## config.mk

```make
export PLATFORM = sky130hd
export DESIGN_NAME = instr_sequencer
export DESIGN_NICKNAME = d
export VERILOG_FILES = /design/src/rtl/cpu_pkg.sv /design/src/rtl/pc_next.sv /design/src/rtl/instr_sequencer.sv
export SDC_FILE = /design/constraint.sdc
export NUM_CORES = 1
export LEC_CHECK = 0
export ABC_CLOCK_PERIOD_IN_PS = 2600
export CAP_MARGIN = 20
export CORE_AREA = 2 2 58 60
export DETAILED_ROUTE_END_ITERATION = 16
export DIE_AREA = 0 0 60 62
export HOLD_SLACK_MARGIN = 0.02
export MAX_ROUTING_LAYER = met4
export PLACE_DENSITY = 0.8
export SYNTH_ARGS = -nofsm -noshare
export SYNTH_HDL_FRONTEND = slang
export SYNTH_SLANG_ARGS = --single-unit
```

## constraint.sdc

```tcl
create_clock -name clk -period 2.6 [get_ports clk]
set_input_delay 0.52 -clock clk [delete_from_list [all_inputs] [get_ports clk]]
set_output_delay 0.52 -clock clk [all_outputs]
set_load 0.01 [all_outputs]
```

## src/rtl/cpu_pkg.sv

```systemverilog
// Shared definitions for the instruction sequencer: FSM states, opcode and
// PC-source encodings, and default bus widths.
package cpu_pkg;

   localparam int ADDR_W_DEF  = 8;
   localparam int INSTR_W_DEF = 12;

   typedef enum logic [2:0] {
      S_IDLE   = 3'd0,
      S_FETCH  = 3'd1,
      S_EXEC   = 3'd2,
      S_UPDATE = 3'd3,
      S_HALT   = 3'd4,
      S_ERROR  = 3'd5
   } state_t;

   localparam logic [3:0] OP_JMP     = 4'b0000;
   localparam logic [3:0] OP_ILLEGAL = 4'b0111;
   localparam logic [3:0] OP_BCC     = 4'b1010;
   localparam logic [3:0] OP_BNE     = 4'b1011;

   // Only 01 redirects the pc; the two unused codes fall back to sequential.
   localparam logic [1:0] SRC_SEQ = 2'b00;
   localparam logic [1:0] SRC_JMP = 2'b01;

endpackage

```

## src/rtl/pc_next.sv

```systemverilog
// Combinational next-pc selection: decoder jump, conditional branches on
// clear carry/zero, otherwise sequential with natural wrap.
module pc_next
   import cpu_pkg::*;
#(
   parameter int ADDR_W = ADDR_W_DEF
) (
   input  logic [ADDR_W-1:0] pc,
   input  logic [ADDR_W-1:0] operand,
   input  logic [3:0]        opcode,
   input  logic [1:0]        src_pc,
   input  logic              carry,
   input  logic              zero,
   output logic [ADDR_W-1:0] next_pc
);

   always_comb begin
      next_pc = pc + ADDR_W'(1);
      if ((src_pc == SRC_JMP) ||
          ((opcode == OP_BCC) && !carry) ||
          ((opcode == OP_BNE) && !zero))
         next_pc = operand;
   end

endmodule

```

## src/rtl/instr_sequencer.sv

```systemverilog
// Fetch/execute/update sequencer: fetches one instruction per pass, strobes
// it to the decoder, then advances the pc from the flags sampled in EXEC.
module instr_sequencer
   import cpu_pkg::*;
#(
   parameter int ADDR_W  = ADDR_W_DEF,
   parameter int INSTR_W = INSTR_W_DEF
) (
   input  logic               clk,
   input  logic               rst,
   output logic               imem_req,
   output logic [ADDR_W-1:0]  imem_addr,
   input  logic               imem_ack,
   input  logic [INSTR_W-1:0] imem_data,
   output logic [3:0]         opcode,
   output logic [ADDR_W-1:0]  operand,
   output logic               issue_valid,
   input  logic [1:0]         src_pc,
   input  logic               carry_flag,
   input  logic               zero_flag,
   input  logic               halt,
   output logic [ADDR_W-1:0]  pc,
   output logic               halted,
   output logic               illegal
);

   state_t            state, state_nx;
   logic [ADDR_W-1:0] pc_q, pc_nx, operand_q;
   logic [3:0]        opcode_q;
   logic [1:0]        src_pc_s;
   logic              carry_s, zero_s;

   always_ff @(posedge clk) begin
      if (rst) state <= S_IDLE;
      else     state <= state_nx;
   end

   always_comb begin
      state_nx = state;
      case (state)
         S_IDLE:   state_nx = S_FETCH;
         S_FETCH:  if (imem_ack) state_nx = S_EXEC;
         S_EXEC:   state_nx = (opcode_q == OP_ILLEGAL) ? S_ERROR : S_UPDATE;
         S_UPDATE: state_nx = halt ? S_HALT : S_FETCH;
         S_HALT:   if (!halt) state_nx = S_FETCH;
         S_ERROR:  state_nx = S_ERROR;
         default:  state_nx = S_IDLE;
      endcase
   end

   always_comb begin
      imem_req    = (state == S_FETCH);
      issue_valid = (state == S_EXEC);
      halted      = (state == S_HALT);
      illegal     = (state == S_ERROR);
      imem_addr   = pc_q;
      pc          = pc_q;
      opcode      = opcode_q;
      operand     = operand_q;
   end

   // Instruction latch, EXEC-time flag capture and the pc update in UPDATE.
   always_ff @(posedge clk) begin
      if (rst) begin
         pc_q      <= '0;
         opcode_q  <= '0;
         operand_q <= '0;
         src_pc_s  <= SRC_SEQ;
         carry_s   <= 1'b0;
         zero_s    <= 1'b0;
      end else begin
         if ((state == S_FETCH) && imem_ack) begin
            opcode_q  <= imem_data[INSTR_W-1 -: 4];
            operand_q <= imem_data[ADDR_W-1:0];
         end
         if (state == S_EXEC) begin
            src_pc_s <= src_pc;
            carry_s  <= carry_flag;
            zero_s   <= zero_flag;
         end
         if (state == S_UPDATE)
            pc_q <= pc_nx;
      end
   end

   pc_next #(.ADDR_W(ADDR_W)) u_pc_next (
      .pc      (pc_q),
      .operand (operand_q),
      .opcode  (opcode_q),
      .src_pc  (src_pc_s),
      .carry   (carry_s),
      .zero    (zero_s),
      .next_pc (pc_nx)
   );

endmodule

```

==> Word level (Yosys, flattened, before mapping) <==
Index checks and enable logic that the tools add are counted.
{ "op_classes": {"muxes": 6, "addsub": 1, "n_eq_ne": 11, "reduce_logical": 9} }
{ "op_table": {"columns": ["cell", "n"], "rows": [
  ["case mux 3 bit (6 select lines)", 1],
  ["2-to-1 mux 3 bit", 4],
  ["adder 8 x 1 -> 8 bit (second input constant)", 1],
  ["equality test 4 bit (second input constant)", 2],
  ["2-to-1 mux 8 bit", 1],
  ["equality test 3 x 2 -> 1 bit (second input constant)", 2],
  ["equality test 3 bit (second input constant)", 2],
  ["equality test 4 x 3 -> 1 bit (second input constant)", 1],
  ["equality test 3 x 1 -> 1 bit (second input constant)", 1],
  ["logical AND 1 bit", 3],
  ["logical NOT 3 bit", 1],
  ["equality test 2 x 1 -> 1 bit (second input constant)", 1],
  ["logical NOT 1 bit", 2],
  ["logical OR 1 bit", 2],
  ["!= test 2 x 1 -> 1 bit (second input constant)", 1],
  ["!= test 2 bit (second input constant)", 1],
  ["AND reduction 2 bit", 1]
]} }
{ "word_totals": {"out_inout_bits": 32, "inputBits": 20, "regBits": 27} }

==> Logic depth before layout (Yosys ltp) <==
Gate-level depths: netlist of run 1.
{ "logic_depth": {"word_depth": 5, "mapped_depth": 6, "ltp_nobuf": 5} }

==> Cells and area by module <==
Synthesis of run 1 repeated with hierarchy kept, for this count alone.
{ "unflattened": {"cells_unflattened": 159, "hier_area_um2": 1363.8} }
{ "by_module_without_submodules": {"columns": ["mod", "seq_area_each_um2", "instances", "cells_each", "area_each_um2"], "rows": [
  ["instr_sequencer", 540.5, 1, 125, 1123.6],
  ["pc_next", 0.0, 1, 34, 240.2]
]} }

==> Least setup slack after synthesis of run 1 <==
Ideal clock, no wire load.
{ "synth_path": {"path_type": "register -> register", "from": "register pc_q[0] (netlist: imem_addr[0])", "to": "register pc_q[6] (netlist: imem_addr[6])", "path_slack_ns": 0.962, "stages_incl_launch_ff": 6, "required_ns": 2.526, "arrival_ns": 1.564, "setup_ns": 0.074, "path_cell_list": "dfxtp_1 -> ha_1 -> nand3_1 -> or2_1 -> or4_1 -> a31oi_1"} }
{ "synth_via": {"elab_chain_len": 2} }
{ "synth_rtl": {"columns": ["element", "line_no", "source"], "rows": [
  ["start: declaration", "instr_sequencer.sv:28", "logic [ADDR_W-1:0] pc_q, pc_nx, operand_q;"],
  ["start signal: assignment", "instr_sequencer.sv:82", "pc_q <= pc_nx;"],
  ["adder 8 x 1 -> 8 bit", "pc_next.sv:18", "next_pc = pc + ADDR_W'(1);"],
  ["2-to-1 mux 8 bit", "pc_next.sv:19", "if ((src_pc == SRC_JMP) ||"]
]} }
Every way passes these cells.
A chain may end at the register's enable or synchronous reset.

==> Worst setup path after layout of run 1 <==
{ "layout_path": {"from": "register state[1]", "to": "output port issue_valid"} }
{ "layout_via": {"elab_chain_len": 1} }
{ "layout_rtl": {"columns": ["element", "line_no", "source"], "rows": [
  ["start: declaration", "instr_sequencer.sv:27", "state_t state, state_nx;"],
  ["start signal: assignment", "instr_sequencer.sv:35", "else state <= state_nx;"],
  ["equality test 3 x 2 -> 1 bit", "instr_sequencer.sv:53", "issue_valid = (state == S_EXEC);"],
  ["end: declaration", "instr_sequencer.sv:17", "output logic issue_valid,"]
]} }
Every way passes these cells.

==> results.sh, run 1 <==
export IMPL_grt_max_degree=21
export IMPL_grt_remaining_overflow=0
export IMPL_grt_antenna_before_repair=0
export IMPL_clk_pin_slew_ns=0.15
export IMPL_ios=52
export IMPL_die_h_um=62
export IMPL_clock_path_buffers=2
export IMPL_vias=1310
export IMPL_synth_top_area_cell="dfxtp_1"
export IMPL_numCtsBuffers=3
export IMPL_n_antenna_cell=0
export IMPL_slew_headroom=0.5477
export IMPL_drv_cap=0
export IMPL_p_leak_nw=0.6204
export IMPL_final_area_um2=1849
export IMPL_fp_coreArea_um2=3179
export IMPL_die_area_um2=3720
export IMPL_ys_ff_latch=27
export IMPL_fmax_ghz=0.4432
export IMPL_drc=0
export IMPL_synthArstFlopShare=0
export IMPL_path_class="register to primary output"
export IMPL_holdCritStartpoint="operand[0]"
export IMPL_fin_crit_ns=2.256
export IMPL_row_count=21
export IMPL_syn_area_um2=1356
export IMPL_nets=231
export IMPL_synth_area_leaders="dfxtp_1 40%, nand2_1 10%, a21oi_1 5.9%"
export IMPL_cp_arrival_ns=1.74
export IMPL_tns_ns=0
export IMPL_synthFlopType="dfxtp_1"
export IMPL_yosysSeqAreaShare=0.3985
export IMPL_gp_congestion=0.8183
export IMPL_status="finished, final reports clean"
export IMPL_syn_inst=167
export IMPL_rr_startpoint="imem_addr[0]"
export IMPL_syn_area_per_cell_um2=8.122
export IMPL_grt_pass1_wl_um=5043
export IMPL_hold_buffers=0
export IMPL_final_max_slew_viol_count=0
export IMPL_hold_viol=0
export IMPL_cts_sinks=27
export IMPL_rrSetupSlack_ns=0.85
export IMPL_layout_drive_gt1_share=0.05742
export IMPL_viasPerCell=5.137
export IMPL_placed_area_um2=1823
export IMPL_required_ns=2.08
export IMPL_power_density_nw_per_um2=452.3
export IMPL_grt_util_all_layers=0.1864
export IMPL_yosys_warnings=0
export IMPL_drt_wl_total_um=3110
export IMPL_startpoint_type="register"
export IMPL_yosysUniqueCellTypes=33
export IMPL_cts_root_buf="clkbuf_4"
export IMPL_start_util=0.4266
export IMPL_drt_iter0_drc=23
export IMPL_r2r_cells=5
export IMPL_area_growth_pct=36.35
export IMPL_tightest_slew_ns=0.6763
export IMPL_synth_top_cells_by_count="36 x nand2_1, 27 x dfxtp_1, 16 x a21oi_1"
export IMPL_die_w_um=60
export IMPL_post_drt_wl_per_cell_um=12.20
export IMPL_dr_pass1_iters=4
export IMPL_syn_nets=188
export IMPL_numPortBuffers=51
export IMPL_reg2reg_to="imem_addr[6]"
export IMPL_post_cts_buffers=0
export IMPL_grt_pass1_vias=1147
export IMPL_dp_hpwl_um=2264
export IMPL_period_share=0.8678
export IMPL_hold_path_class="register to register"
export IMPL_synth_most_common_cell="nand2_1"
export IMPL_clock_skew_ns=0.01045
export IMPL_cts_htree_levels=1
export IMPL_synth_edff_count=0
export IMPL_end_kind="primary output"
export IMPL_max_vdd_ir_drop_v=0.0002399
export IMPL_ant_nets=0
export IMPL_hold_depth=2
export IMPL_crit_fanout=9
export IMPL_synth_top_area_frac=0.3985
export IMPL_cts_tree="done"
export IMPL_rsz0062_at_grt="false"
export IMPL_setup_viol=0
export IMPL_min_to="operand[0]"
export IMPL_clock_latency_ns=0.34
export IMPL_ctsResizeCount=0
-- placed cells by master (no fill, tap or decap), types with 2 or more instances in the layout --
cell             count
nor2_1               9
clkbuf_4             3
o21a_1               2
clkdlybuf4s50_1     51
and2_1               3
nand2_1             36
inv_1                2
nand3_1              8
nor4_1               3
nand3b_1             2
a21oi_1             16
nor3_1               4
nor2b_1              3
mux2i_1              4
o21ai_0              9
buf_4                3
dfxtp_1             27
nand2b_1             3
a31oi_1              6
-- worst max-delay path by stage --
stage	end	slack [ns]	cells after the start	startpoint
5_1_grt	issue_valid	0.25	3	state[1]
3_3_place_gp	imem_addr[7]	0.72	3	rst
3_5_place_dp	imem_addr[0]	0.71	3	rst
4_1_cts	issue_valid	0.32	3	state[1]
6_report	issue_valid	0.34	3	state[1]
2_1_floorplan	imem_addr[6]	0.96	5	imem_addr[0]
-- sequential cells by signal (all words and copies together), names as in the netlist --
| name | count |
|---|---|
| imem_addr | 8 |
| operand | 8 |
| opcode | 4 |
| state | 3 |
| src_pc_s | 2 |
| carry_s | 1 |
| zero_s | 1 |
-- final cells by class --
class / instances / area, µm²
Inverter: 2 / 7.507
Tap cell: 46 / 57.56
Timing Repair Buffer: 54 / 533.0
Multi-Input combinational cell: 122 / 684.4
Sequential cell: 27 / 540.5
Fill cell: 313 / 1330
Clock buffer: 4 / 26.28
-- worst max-delay path: stages, from the launching register on --
cell and delay, ns:
dfxtp_1 0.47, nor3b_2 0.21, buf_4 0.18, clkdlybuf4s50_1 0.54
-- cells by family (layout without fill, tap and decap cells) --
group                      Yosys count  in the layout  synth area share
adders and majority gates            1              1          0.009224
muxes                                5              5           0.04059
AOI/OAI and AO/OA                   37             37            0.1725
buffers and inverters               18             60           0.09686
DFF                                 27             27            0.3985
and+or+nand+nor                     79             79            0.2823
-- where the power goes --
group | internal, mW | leakage (nW) | switching (mW)
sequential | 0.437 | 0.220 | 0.0318
clock | 0.0603 | 0.0150 | 0.126
combinational | 0.106 | 0.385 | 0.0743
-- metrics by stage --
stage | worst slack (ns) | hold slack, ns | utilization | cells | total power, mW
detailed placement | 0.7122 | 0.4670 | 0.5734 | 251 | 0.6598
finish | 0.3437 | 0.4846 | 0.5817 | 255 | 0.8364
CTS | 0.3224 | 0.4862 | 0.5817 | 255 | 0.8408
global route | 0.2535 | 0.4995 | 0.5817 | 255 | 0.8719
global placement | 0.7203 | 0.4643 | 0.5734 | 251 | 0.6559
floorplan | 0.9620 | 0.4605 | - | 167 | 0.5691
-- routing by layer --
layer / vias to the layer above / global-route usage / wire length (µm)
met4: 0 / 0.1079 / 88
li1: 661 / - / -
met3: 7 / 0.01863 / 163
met5: - / - / 0
met2: 51 / 0.2981 / 1455
met1: 591 / 0.2296 / 1402
Power figures use the tool's default switching activity.
==> run 2, diff against run 1 <==
- CTS_CLUSTER_DIAMETER: unset -> 50
==> results of run 2 <==
The final DEF is identical to that of run 1; final timing and power are the same.
==> run 3, diff against run 2 <==
- SLEW_MARGIN: unset -> 20
==> results of run 3 <==
The final DEF is identical to that of run 1; final timing and power are the same.
